--- config.mk ---
export PLATFORM = sky130hd
export DESIGN_NAME = rv32i_dmem_arbiter
export DESIGN_NICKNAME = d
export VERILOG_FILES = /design/src/rtl/rv32i_tb_pkg.sv /design/src/rtl/rv32i_arb_tag_pipe.sv /design/src/rtl/rv32i_dmem_arbiter.sv
export SDC_FILE = /design/constraint.sdc
export NUM_CORES = 1
export LEC_CHECK = 0
export BUFFER_PORTS_ARGS = -buffer_cell sky130_fd_sc_hd__buf_4
export CAP_MARGIN = 0
export CORE_AREA = 10 10 115 117
export DETAILED_ROUTE_END_ITERATION = 10
export DIE_AREA = 0 0 125 127
export GPL_TIMING_DRIVEN = 1
export SLEW_MARGIN = 20
export SYNTH_ARGS = -nofsm -noshare
export SYNTH_HDL_FRONTEND = slang
export SYNTH_SLANG_ARGS = --single-unit
--- constraint.sdc ---
create_clock -name clk_i -period 1.5 [get_ports clk_i]
set_clock_uncertainty 0.05 [all_clocks]
set_input_delay 0.075 -clock clk_i [delete_from_list [all_inputs] [get_ports clk_i]]
set_output_delay 0.075 -clock clk_i [all_outputs]
set_load 0.02 [all_outputs]
--- src/rtl/rv32i_tb_pkg.sv ---
// rtl/rv32i_tb_pkg.sv - shared request/tag types and port count for the data memory arbiter
package rv32i_tb_pkg;

    localparam int ARB_NUM_PORTS = 2;

    typedef struct packed {
        logic        we;
        logic [3:0]  be;
        logic [31:0] addr;
        logic [31:0] wdata;
    } dmem_req_t;

    typedef struct packed {
        logic valid;
        logic id;
        logic we;
    } arb_tag_t;

endpackage

--- src/rtl/rv32i_arb_tag_pipe.sv ---
// rtl/rv32i_arb_tag_pipe.sv - fixed-depth tag shift register with synchronous clear, head stage exposed
module rv32i_arb_tag_pipe
    import rv32i_tb_pkg::*;
#(
    parameter int DEPTH = 2
) (
    input  logic     clk_i,
    input  logic     rst_i,
    input  arb_tag_t tag_in,
    output arb_tag_t head
);

    arb_tag_t stage_q [DEPTH];

    // Load stage 0 every edge and advance each tag one stage; reset discards all in-flight tags
    always_ff @(posedge clk_i) begin
        if (rst_i) begin
            for (int i = 0; i < DEPTH; i++) begin
                stage_q[i] <= '0;
            end
        end else begin
            stage_q[0] <= tag_in;
            for (int i = 1; i < DEPTH; i++) begin
                stage_q[i] <= stage_q[i-1];
            end
        end
    end

    assign head = stage_q[DEPTH-1];

endmodule

--- src/rtl/rv32i_dmem_arbiter.sv ---
// rtl/rv32i_dmem_arbiter.sv - two-port data memory arbiter; RV32I_DMEM_ARB_RR_EN selects round-robin over fixed priority
module rv32i_dmem_arbiter
    import rv32i_tb_pkg::*;
#(
    parameter int MEM_LAT = 2
) (
    input  logic        clk_i,
    input  logic        rst_i,
    input  logic        p0_req_i,
    input  logic        p0_we_i,
    input  logic [3:0]  p0_be_i,
    input  logic [31:0] p0_addr_i,
    input  logic [31:0] p0_wdata_i,
    input  logic        p1_req_i,
    input  logic        p1_we_i,
    input  logic [3:0]  p1_be_i,
    input  logic [31:0] p1_addr_i,
    input  logic [31:0] p1_wdata_i,
    output logic        p0_gnt_o,
    output logic        p1_gnt_o,
    output logic        p0_rvalid_o,
    output logic        p1_rvalid_o,
    output logic [31:0] p0_rdata_o,
    output logic [31:0] p1_rdata_o,
    output logic        p0_store_ack_o,
    output logic        p1_store_ack_o,
    output logic        mem_req_o,
    output logic        mem_we_o,
    output logic [3:0]  mem_be_o,
    output logic [31:0] mem_addr_o,
    output logic [31:0] mem_wdata_o,
    input  logic        mem_rvalid_i,
    input  logic [31:0] mem_rdata_i,
    input  logic        mem_store_valid_i,
    output logic        err_o
);

    localparam int CW = $clog2(MEM_LAT + 1);

    logic [ARB_NUM_PORTS-1:0] req;
    logic [ARB_NUM_PORTS-1:0] gnt;
    logic [ARB_NUM_PORTS-1:0] rvalid;
    logic [ARB_NUM_PORTS-1:0] sack;
    dmem_req_t                port_req [ARB_NUM_PORTS];
    dmem_req_t                sel_req;
    logic                     win_id;
    logic                     fav;
    arb_tag_t                 tag_in;
    arb_tag_t                 head;
    logic [CW-1:0]            supp_q;
    logic                     active;
    logic                     head_load;
    logic                     head_store;
    logic                     err_now;
    logic                     err_q;

    assign req         = {p1_req_i, p0_req_i};
    assign port_req[0] = {p0_we_i, p0_be_i, p0_addr_i, p0_wdata_i};
    assign port_req[1] = {p1_we_i, p1_be_i, p1_addr_i, p1_wdata_i};

`ifdef RV32I_DMEM_ARB_RR_EN
    logic prio_q;

    // After an accepted grant the other port becomes favoured; idle cycles keep the current favourite
    always_ff @(posedge clk_i) begin
        if (rst_i) begin
            prio_q <= 1'b0;
        end else if (gnt[0]) begin
            prio_q <= 1'b1;
        end else if (gnt[1]) begin
            prio_q <= 1'b0;
        end
    end

    assign fav = prio_q;
`else
    assign fav = 1'b0;
`endif

    // Pick the winner: favourite on contention, otherwise the lone requester; nothing leaves during reset
    always_comb begin
        gnt     = '0;
        win_id  = 1'b0;
        sel_req = '0;
        if (!rst_i && (req != '0)) begin
            win_id      = (&req) ? fav : req[1];
            gnt[win_id] = 1'b1;
            sel_req     = port_req[win_id];
        end
    end

    assign p0_gnt_o    = gnt[0];
    assign p1_gnt_o    = gnt[1];
    assign mem_req_o   = |gnt;
    assign mem_we_o    = sel_req.we;
    assign mem_be_o    = sel_req.be;
    assign mem_addr_o  = sel_req.addr;
    assign mem_wdata_o = sel_req.wdata;
    assign tag_in      = {mem_req_o, win_id, mem_we_o};

    rv32i_arb_tag_pipe #(
        .DEPTH (MEM_LAT)
    ) u_tag_pipe (
        .clk_i  (clk_i),
        .rst_i  (rst_i),
        .tag_in (tag_in),
        .head   (head)
    );

    // Responses from requests issued before a reset are still in the memory for MEM_LAT cycles; ignore that window
    always_ff @(posedge clk_i) begin
        if (rst_i) begin
            supp_q <= CW'(MEM_LAT);
        end else if (supp_q != '0) begin
            supp_q <= supp_q - CW'(1);
        end
    end

    assign active     = !rst_i && (supp_q == '0);
    assign head_load  = head.valid && !head.we;
    assign head_store = head.valid && head.we;

    // Route memory responses to the port named by the head tag and flag any mismatch against it
    always_comb begin
        rvalid  = '0;
        sack    = '0;
        err_now = 1'b0;
        if (active) begin
            rvalid[head.id] = head_load && mem_rvalid_i;
            sack[head.id]   = head_store && mem_store_valid_i;
            err_now         = (mem_rvalid_i != head_load) || (mem_store_valid_i != head_store);
        end
    end

    assign p0_rvalid_o    = rvalid[0];
    assign p1_rvalid_o    = rvalid[1];
    assign p0_rdata_o     = rvalid[0] ? mem_rdata_i : '0;
    assign p1_rdata_o     = rvalid[1] ? mem_rdata_i : '0;
    assign p0_store_ack_o = sack[0];
    assign p1_store_ack_o = sack[1];

    // Sticky error: remembered from the first offending cycle until reset
    always_ff @(posedge clk_i) begin
        if (rst_i) begin
            err_q <= 1'b0;
        end else if (err_now) begin
            err_q <= 1'b1;
        end
    end

    assign err_o = err_q || err_now;

endmodule

-- Word-level counts from Yosys, hierarchy flattened
Memory sizes are Yosys's and may differ from the RTL's.
Index checks and enable logic that the tools add are counted.
- ROM bits: 0
- bits in registers: 3
- memories: 1
- input bits: 176
- logic and storage cells: 54
- latch bits: 0
- memory bits (writable): 6
- output and inout bits: 141
- bitwise operators: 5
- reductions and logical operators: 17
- multiply operators: 0
- shift-type cells: 0
- divide/modulo/power cells: 0
- $lt $le $gt $ge: 5
- eq/ne operators: 2
- multiplexer cells: 21
- add/sub/neg operators: 1
- memories (name ; words ; width ; read ports ; clocked after memory_dff ; wr ports ; RTL line ; text):
    u_tag_pipe.stage_q ; 2 ; 3 ; 2 ; 0 ; 2 ; rv32i_arb_tag_pipe.sv:13 ; arb_tag_t stage_q [DEPTH];
- operators by type and width (cell ; number):
    $mux W69 ; 4
    $mux W32 ; 2
    $logic_and A1 B1 Y1 ; 8
    $mux W1 ; 8
    $mux W2 ; 3
    $mux W3 ; 2
    $and A2 B2 Y2 ; 2
    $lt A1 B2 Y1 const B ; 2
    $reduce_bool A2 Y1 ; 2
    $demux W1 S1 ; 2
    $ge A1 B1 Y1 const B ; 2
    $ge A2 B2 Y1 const B ; 1
    $logic_not A1 Y1 ; 2
    $logic_not A2 Y1 ; 1
    $logic_or A1 B1 Y1 ; 2
    $ne A1 B1 Y1 ; 2
    $not A1 Y2 ; 1
    $or A1 B1 Y1 ; 2
    $reduce_and A2 Y1 ; 1
    $reduce_or A2 Y1 ; 1
    $sub A2 B1 Y2 const B ; 1

-- Depth between registers and ports, before layout
- depth after elaboration: 9
- mapped depth: 7
- gate-level depth less buffers: 4

-- Modules after synthesis
Synthesis repeated with hierarchy kept, for this count alone.
- cell total of the unflattened synthesis: 224
- area, all modules: 1695.4 µm²
- by module, submodules not included (module ; area an instance (µm²) ; seq. area each (µm²) ; instances ; cells an instance):
    rv32i_dmem_arbiter ; 1515.2 ; 60.1 ; 1 ; 209
    rv32i_arb_tag_pipe ; 180.2 ; 120.1 ; 1 ; 15

-- Worst setup path after synthesis
Ideal clock, no wire load.
- kind: register -> output
- start point: reg supp_q[0]
- end point: out p1_rdata_o[14]
- data arrival time: 1.347 ns
- cell stages (with the launch flop): 8
- data required time: 1.375 ns
- path slack: 0.028 ns
- path buffers: 3
- cell sequence: dfxtp_1 inv_1 ha_1 buf_2 and4b_1 buf_6 buf_6 and2_1
- word-level cells in the longest chain between the ends: 4
- RTL lines (what ; RTL line ; text):
    start, declared ; rv32i_dmem_arbiter.sv:50 ; logic [CW-1:0] supp_q;
    start signal, assigned ; rv32i_dmem_arbiter.sv:113 ; supp_q <= CW'(MEM_LAT);
    start signal, assigned ; rv32i_dmem_arbiter.sv:115 ; supp_q <= supp_q - CW'(1);
    $logic_not A2 Y1 ; rv32i_dmem_arbiter.sv:119 ; assign active = !rst_i && (supp_q == '0);
    $logic_and A1 B1 Y1 ; rv32i_dmem_arbiter.sv:119 ;
    $mux W2 ; rv32i_dmem_arbiter.sv:128 ; if (active) begin
    net p1_rvalid_o ; rv32i_dmem_arbiter.sv:22 ; output logic p1_rvalid_o,
    $mux W32 ; rv32i_dmem_arbiter.sv:138 ; assign p1_rdata_o = rvalid[1] ? mem_rdata_i : '0;
    end, declared ; rv32i_dmem_arbiter.sv:24 ; output logic [31:0] p1_rdata_o,
The timed path passes the listed nets, and every way through them passes these cells.

==> impl_metrics.py <==
metrics = {
    "power_and_ir_drop": {
        "p_per_area_nw_per_um2": 437,
        "peakVddDrop_mv": 0.304,
        "switching_share_pct": 35.8,
        "p_leak_nw": 2.33,
        "seq_power_share_pct": 14.1,
        "switchingPower_mw": 0.768,
        "comb_power_share_pct": 64.3,
        "clockPowerShare_pct": 21.6,
        "p_int_mw": 1.38,
    },
    "sta": {
        "slew_violations": 0,
        "fin_crit_ns": 1.69,
        "worst_slew_pin_slew_ns": 0.321,
        "hold_viol": 0,
        "setup_viol": 67,
        "rsz0062_at_grt": "true",
        "layout_setup_ws_ns": -0.193,
        "post-route-period-util_pct": 113,
        "clock.fmax_mhz": 591,
        "slew_headroom_pct": 78.6,
    },
    "logic_synthesis": {
        "synth.distinct_cells": 21,
        "syn-num-nets": 401,
        "synthFlopType": "dfxtp_1",
        "ys_seq_area_share_pct": 10.6,
        "syn_area_um2": 1710,
        "synth.avg_cell_area_um2": 7.68,
        "synth_edf_count": 0,
        "syn_inst": 222,
        "ys_warn_count": 0,
        "ys_seq_elements": 9,
        "synthArstFlopShare_pct": 0,
    },
    "hold_path": {
        "hp-class": "in -> reg",
        "worst_hold_path.num_cells": 3,
    },
    "floorplan": {
        "start_util_pct": 15.3,
        "core.rowCount": 39,
        "num_io_pins": 317,
        "fp.dieW_um": 125,
        "die_h_um": 127,
        "dieArea_um2": 15900,
        "placeableCoreArea_um2": 11100,
    },
    "global_route": {
        "grt_use_met2_pct": 29.0,
        "grt_pass1_wl_um": 20400,
        "track_usage_pct": 15.5,
        "grt_use_met1_pct": 15.7,
        "grt_max_degree": 73,
        "grt_antenna_before_repair": 0,
        "use_met3_pct": 7.40,
        "overflow": 0,
        "grt_pass1_vias": 3442,
        "grt_busiest_layer": "met2",
    },
    "route": {
        "dr.pass1.iters": 4,
        "wl_per_cell_um": 21.2,
        "vias_per_cell": 4.78,
        "drt_iter0_markers": 146,
        "via_count": 3209,
        "routed_wl_um": 14200,
        "ant_nets": 0,
        "drc_errors": 0,
    },
    "clock_network": {
        "cts_hold_buffers": 0,
        "clk_pin_slew_worst_paths_ns": 0.04,
        "cts_tree": "built",
        "htree_levels": 1,
        "clk_latency_ns": 0.23,
        "clock-sinks": 9,
        "cts_buffers": 3,
        "cts.path.max_buffers": 2,
        "root_buffer": "clkbuf_16",
    },
    "worst_setup_path": {
        "cpPeakStageDelay_ns": 0.31,
        "crit_chain": "nor2b_4, ha_4, buf_4, and4bb_2, and2_4, buf_6",
        "rr_worst_depth": 5,
        "critPathBufInv": 2,
        "cpMaxStageDelayCell": "dfxtp_2",
        "crit_family": "simple AND/OR/NAND/NOR gates",
        "cp.arrival_ns": 1.57,
        "cp_num_cells": 6,
        "crit_fanout": 5,
        "start_kind": "flop",
        "cp_data_required_time_ns": 1.37,
        "endpoint_kind": "output port",
        "criticalPathCategory": "reg -> out",
    },
    "placed_design": {
        "dp_hpwl_um": 11200,
        "numPortBuffers": 316,
        "gp_congestion": 0.909,
        "dp_cells": 657,
        "dp_slack_ns": 0.0348,
    },
    "finish": {
        "n_antenna_cell": 0,
        "mostFrequentLayoutCell": "buf_4",
        "syn_to_final_growth_pct": 188,
        "layout-drive-gt1-share_pct": 75.0,
        "nets": 708,
        "instances_no_fill": 671,
        "mostFrequentLayoutCells": "buf_4, a32o_1, buf_6",
    },
    "flow_run": {
        "drv_cap": 0,
    },
    "status": {
        "status": "finished with violations",
        "violations": "negative setup slack",
    },
}
## path summary, 6_finish.rpt
path                                 start  slack, ns                       end
setup / recovery  u_tag_pipe.stage_q[0][5]      -0.19            p0_rdata_o[18]
hold reg to reg   u_tag_pipe.stage_q[0][1]       0.38  u_tag_pipe.stage_q[0][4]
setup reg to reg                 supp_q[0]       0.33                 supp_q[1]
hold / removal                    p0_req_i       0.06  u_tag_pipe.stage_q[0][2]
## cell usage after synthesis (2+ instances only)
| master | instances | area, µm² |
|---|---|---|
| and2_1 | 39 | 244 |
| and4b_1 | 2 | 20.0 |
| a32o_1 | 70 | 701 |
| inv_1 | 3 | 11.3 |
| ha_1 | 3 | 37.5 |
| dfxtp_1 | 9 | 180 |
| nand2b_1 | 17 | 106 |
| nor2b_1 | 5 | 31.3 |
| nor2_1 | 33 | 124 |
| buf_2 | 20 | 100 |
| clkbuf_1 | 8 | 30.0 |
| buf_6 | 4 | 45.0 |
## layout make-up
type	instances	area, µm²
well taps	143	179
inverters	3	11.3
multi-input cells	181	1670
fillers	1058	6220
flip-flops and latches	9	183
repair buffers	331	2790
clock buffers	4	78.8
## routing by layer
metal | up-vias | part of all wire, %
met2 | 210 | 53
met3 | 8 | 12
li1 | 1486 | -
met5 | - | 0
met1 | 1505 | 35
met4 | 0 | 0.84
## metrics by stage
step	setup TNS (ns)	power (mW)	util, %	cell area (µm²)	hold WS, ns
after floorplan	0	0.839	-	1710	0.151
after global placement	0	1.50	37.7	4200	0.300
after detailed placement	0	1.52	37.7	4200	0.302
after CTS	-7.94	2.09	42.1	4680	0.0602
after global routing	-13.94	2.28	44.1	4910	0.104
final	-9.31	2.15	44.1	4910	0.0606
## worst reg2reg max path, cell delays in order, from the launching register on
cell and delay [ns]:
dfxtp_2 0.32, inv_1 0.06, ha_4 0.19, buf_4 0.15, nand2b_1 0.13, a21o_1 0.17
## flip-flops by register name, summed over array words and instances, names as in the netlist
register and flops:
err_q 1, u_tag_pipe.stage_q 6, supp_q 2
## cells by family after synthesis
group,after synthesis,synth area share [%]
simple gates,101,33.6
flops,9,10.6
fa+ha+maj,3,2.20
compound gates,73,42.2
buf+inv,35,10.9
xor+xnor,1,0.514
## repair_timing
| action | in CTS | in global routing |
|---|---|---|
| gates resized for setup | 98 | 54 |
| pin swaps | 19 | 4 |
| endpoints found under the setup margin | 68 | 69 |
| buffers inserted | 2 | 3 |
| gates cloned | 4 | 1 |
## power groups by stage
stage	clock, mW	sequential (mW)	combinational, mW
CTS	0.475	0.300	1.32
global route	0.490	0.307	1.48
finish	0.463	0.303	1.38
floorplan	0	0.298	0.541
global placement	0	0.301	1.20
detailed placement	0	0.302	1.21
Power figures use the tool's default switching activity.
